<file path="src/rtl/updown_count_monitor.sv">
// rtl/updown_count_monitor.sv - step/wrap checker for an N-bit up/down counter
// Optional q_min/q_max tracking is enabled by defining UDMON_MINMAX_EN.
module updown_count_monitor #(
    parameter int N  = 4,
    parameter int CW = 8
) (
    input  logic          clk,
    input  logic          rst,
    input  logic [N-1:0]  q,
    input  logic          mod,
    input  logic          clr,
    output logic          wrap_pulse,
    output logic          wrap_up,
    output logic [CW-1:0] wrap_cnt,
    output logic          step_err,
    output logic [N-1:0]  err_q,
    output logic [N-1:0]  err_exp,
    output logic          tracking,
    output logic [N-1:0]  q_min,
    output logic [N-1:0]  q_max
);

    localparam logic [1:0] ST_INIT  = 2'd0;
    localparam logic [1:0] ST_TRACK = 2'd1;
    localparam logic [1:0] ST_ERROR = 2'd2;

    logic [1:0]   state;
    logic [N-1:0] q_d;
    logic         m_d;
    logic [N-1:0] exp_q;
    logic         legal_step;

    assign exp_q      = m_d ? q_d + N'(1) : q_d - N'(1);
    assign legal_step = (state == ST_TRACK) && (q == exp_q);
    assign tracking   = (state == ST_TRACK);

    always_ff @(posedge clk) begin
        if (rst) begin
            state      <= ST_INIT;
            q_d        <= '0;
            m_d        <= 1'b0;
            wrap_pulse <= 1'b0;
            wrap_up    <= 1'b0;
            wrap_cnt   <= '0;
            step_err   <= 1'b0;
            err_q      <= '0;
            err_exp    <= '0;
        end else if (clr) begin
            // wrap_up deliberately survives clr so the last direction stays visible
            state      <= ST_INIT;
            wrap_pulse <= 1'b0;
            wrap_cnt   <= '0;
            step_err   <= 1'b0;
            err_q      <= '0;
            err_exp    <= '0;
        end else begin
            wrap_pulse <= 1'b0;
            case (state)
                ST_INIT: begin
                    q_d   <= q;
                    m_d   <= mod;
                    state <= ST_TRACK;
                end
                ST_TRACK: begin
                    q_d <= q;
                    m_d <= mod;
                    if (q == exp_q) begin
                        if ((m_d && (q_d == '1)) || (!m_d && (q_d == '0))) begin
                            wrap_pulse <= 1'b1;
                            wrap_up    <= m_d;
                            if (wrap_cnt != '1)
                                wrap_cnt <= wrap_cnt + CW'(1);
                        end
                    end else begin
                        step_err <= 1'b1;
                        err_q    <= q;
                        err_exp  <= exp_q;
                        state    <= ST_ERROR;
                    end
                end
                default: begin
                    state <= ST_ERROR;
                end
            endcase
        end
    end

`ifdef UDMON_MINMAX_EN
    always_ff @(posedge clk) begin
        if (rst || clr) begin
            q_min <= '1;
            q_max <= '0;
        end else if (state == ST_INIT) begin
            q_min <= q;
            q_max <= q;
        end else if (legal_step) begin
            if (q < q_min) q_min <= q;
            if (q > q_max) q_max <= q;
        end
    end
`else
    assign q_min = '0;
    assign q_max = '0;
`endif

endmodule

</file>
<file path="config.mk">
export PLATFORM = sky130hd
export DESIGN_NAME = updown_count_monitor
export DESIGN_NICKNAME = d
export VERILOG_FILES = /design/src/rtl/updown_count_monitor.sv
export SDC_FILE = /design/constraint.sdc
export NUM_CORES = 1
export LEC_CHECK = 0
export BUFFER_PORTS_ARGS = -buffer_cell sky130_fd_sc_hd__clkbuf_2
export CAP_MARGIN = 10
export CORE_UTILIZATION = 40
export DETAILED_ROUTE_END_ITERATION = 10
export PLACE_DENSITY = 0.72
export SETUP_SLACK_MARGIN = 0.3
export SYNTH_ARGS = -nofsm -noshare
export SYNTH_HDL_FRONTEND = slang
export SYNTH_SLANG_ARGS = --single-unit
</file>
<file path="constraint.sdc">
create_clock -name clk -period 2.8 [get_ports clk]
set_input_delay 0 -clock clk [delete_from_list [all_inputs] [get_ports clk]]
set_output_delay 0 -clock clk [all_outputs]
set_load 0.02 [all_outputs]
</file>
==> flow_summary.toml <==
[run_status]
outcome = "completed"

[synthesis]
yosysWarnings = 0
synthArstFlopShare_pct = 0
avgSynthCellArea_um2 = 8.72
synth_area_leaders = "dfxtp_1, a21oi_1, o21ai_0, buf_4, nand3_1"
synth_top_area_cell = "dfxtp_1"
synthCells = 157
synth_common_cells = "dfxtp_1, a21oi_1, o21ai_0, nand3_1, nand2_1"
yosysMostFrequentCell = "dfxtp_1"
synth.distinct_cells = 39
seq_area_frac_synth_pct = 38.0
syn_area_um2 = 1370
synth_edf_count = 0
ys_seq_elements = 26
yosysTopAreaCellShare_pct = 38.0
synth_flop_cell = "dfxtp_1"

[global_routing]
antenna_found_initial = 0
grt_use_total_pct = 19.3
grt_pass1_vias = 1209
grt_pass1_wl_um = 5300
grt_overflow = 0
grt_max_degree = 18

[power_and_ir_drop]
vdd_drop_max_mv = 0.210
leakagePower_nw = 0.653
p_per_area_nw_per_um2 = 450

[sta]
post-route-period-util_pct = 86.7
fin_ws_ps = 373
clock.fmax_mhz = 412
rsz0062_at_grt = "false"
setup-violations-final = 0
maxSlewViolCount = 0
hold_viol_final = 0
setup_tns_ps = 0
clock_skew_ps = 5.88
period_minus_slack_ps = 2430

[critical_path]
path_class = "flop to flop"
crit_required_ps = 3070
start_kind = "flop"
worstSetupEndpointType = "flop"
cp_max_fo = 15
arrival_ps = 2700

[final_layout]
final_cell_count_no_fill = 237
layout-drive-gt1-share_pct = 23.3
nNetsFinal = 206
diodes = 0
nFillCells = 308
syn_to_final_growth_pct = 23.5

[floorplan]
fp.dieH_um = 60.5
core-area_um2 = 3150
rows = 20
die_x_um = 60.5
io_pins = 36
initial_core_util_pct = 43.4
die_area_um2 = 3660

[worst_hold_path]
min_path_type = "input port to flop"

[place]
port_buffers = 27
dpl.hpwl_um = 2240
place_congestion = 0.833
place_inst = 219
pre_cts_ws_ps = 53.5

[route]
drt-vias-per-instance = 5.32
avgRoutedWirePerCell_um = 13.8
postRouteAntennaNets = 0
wl_um = 3280
via_count = 1260
drc = 0
drtIter0Drc = 50
first_pass_iters = 4

[clocking]
ctsRootBufferMaster = "clkbuf_4"
clk_pin_slew_worst_paths_ps = 140
clkSinkCount = 26
ctsHtreeMaxLevel = 1
cts_buffers = 3
cts_tree = "done"
insertion_delay_ps = 330
cts_max_path_buffers = 2

[flow_run]
max-cap-violations = 0
-- worst paths after layout --
check             cells after the start      from           to  slack (ps)
hold reg to reg                       2  err_q[0]     err_q[0]         490
hold / removal                        3       clr  wrap_cnt[5]          90
setup reg to reg                      7       m_d  wrap_cnt[4]         370
setup / recovery                      7       m_d  wrap_cnt[4]         370
-- worst max-delay path, cell delays in order (launching register included) --
cell and delay (ps):
dfxtp_4 420, inv_1 90, ha_2 390, xnor3_1 360, nor3_4 280, o21ai_4 170, or4_1 490, a21oi_1 160
-- power by group --
| group | internal (mW) | switching (mW) |
|---|---|---|
| Combinational | 0.0735 | 0.101 |
| Clock | 0.0798 | 0.116 |
| Sequential | 0.380 | 0.0116 |
-- metrics by stage --
stage	utilization (%)	hold WS, ps	power, mW	instance area, µm²
4_1_cts	52.4	93.6	0.745	1650
6_report	53.6	90.7	0.761	1690
5_1_grt	53.6	114	0.797	1690
3_3_place_gp	47.2	236	0.534	1490
3_5_place_dp	47.2	242	0.539	1490
2_1_floorplan	-	136	0.518	1400
-- cells by family after synthesis --
logic type	synth area share (%)
other cells	0.274
mux	2.38
simple gates	19.9
fa+ha+maj	4.21
xor+xnor	6.58
buf+inv	8.96
compound gates	19.7
flops	38.0
-- layout make-up --
class                      instances  area [µm²]  share of cell area, %
multi-input combinational        116         777                   46.0
sequential                        26         528                   31.2
timing repair buffer              42         275                   16.3
tap                               44        55.1                   3.26
clock buffer                       4        36.3                   2.15
inverter                           5        18.8                   1.11
-- layout by cell type, fill, tap and decap left out, types with 6 or more instances in the layout --
cell,count
conb_1,8
o21ai_0,13
dfxtp_1,24
clkbuf_2,27
or4_1,6
nand3_1,11
nand2_1,9
dlygate4sd3_1,11
o31ai_1,6
a21oi_1,23
-- sequential cells by signal (all words and copies together) (netlist names) --
name,flops
m_d,1
wrap_pulse,1
q_d,4
state,2
err_q,4
err_exp,4
wrap_up,1
step_err,1
wrap_cnt,8
-- layer usage --
metal	share of wire, %	wire length [µm]	global-route usage, %
met1	44	1450	24.0
met2	51	1690	34.2
met3	3.1	103	2.56
met4	1.1	35	6.49
met5	0	0	0
-- repair_timing --
item / 4_1_cts / 5_1_grt
hold buffers: 11 / 0
hold endpoints to repair: 10 / 0
gates resized for setup: 4 / 5
endpoints found under the setup margin: 18 / 13
setup buffers: 0 / 3
Note: power is estimated with default switching activity, not from simulation.
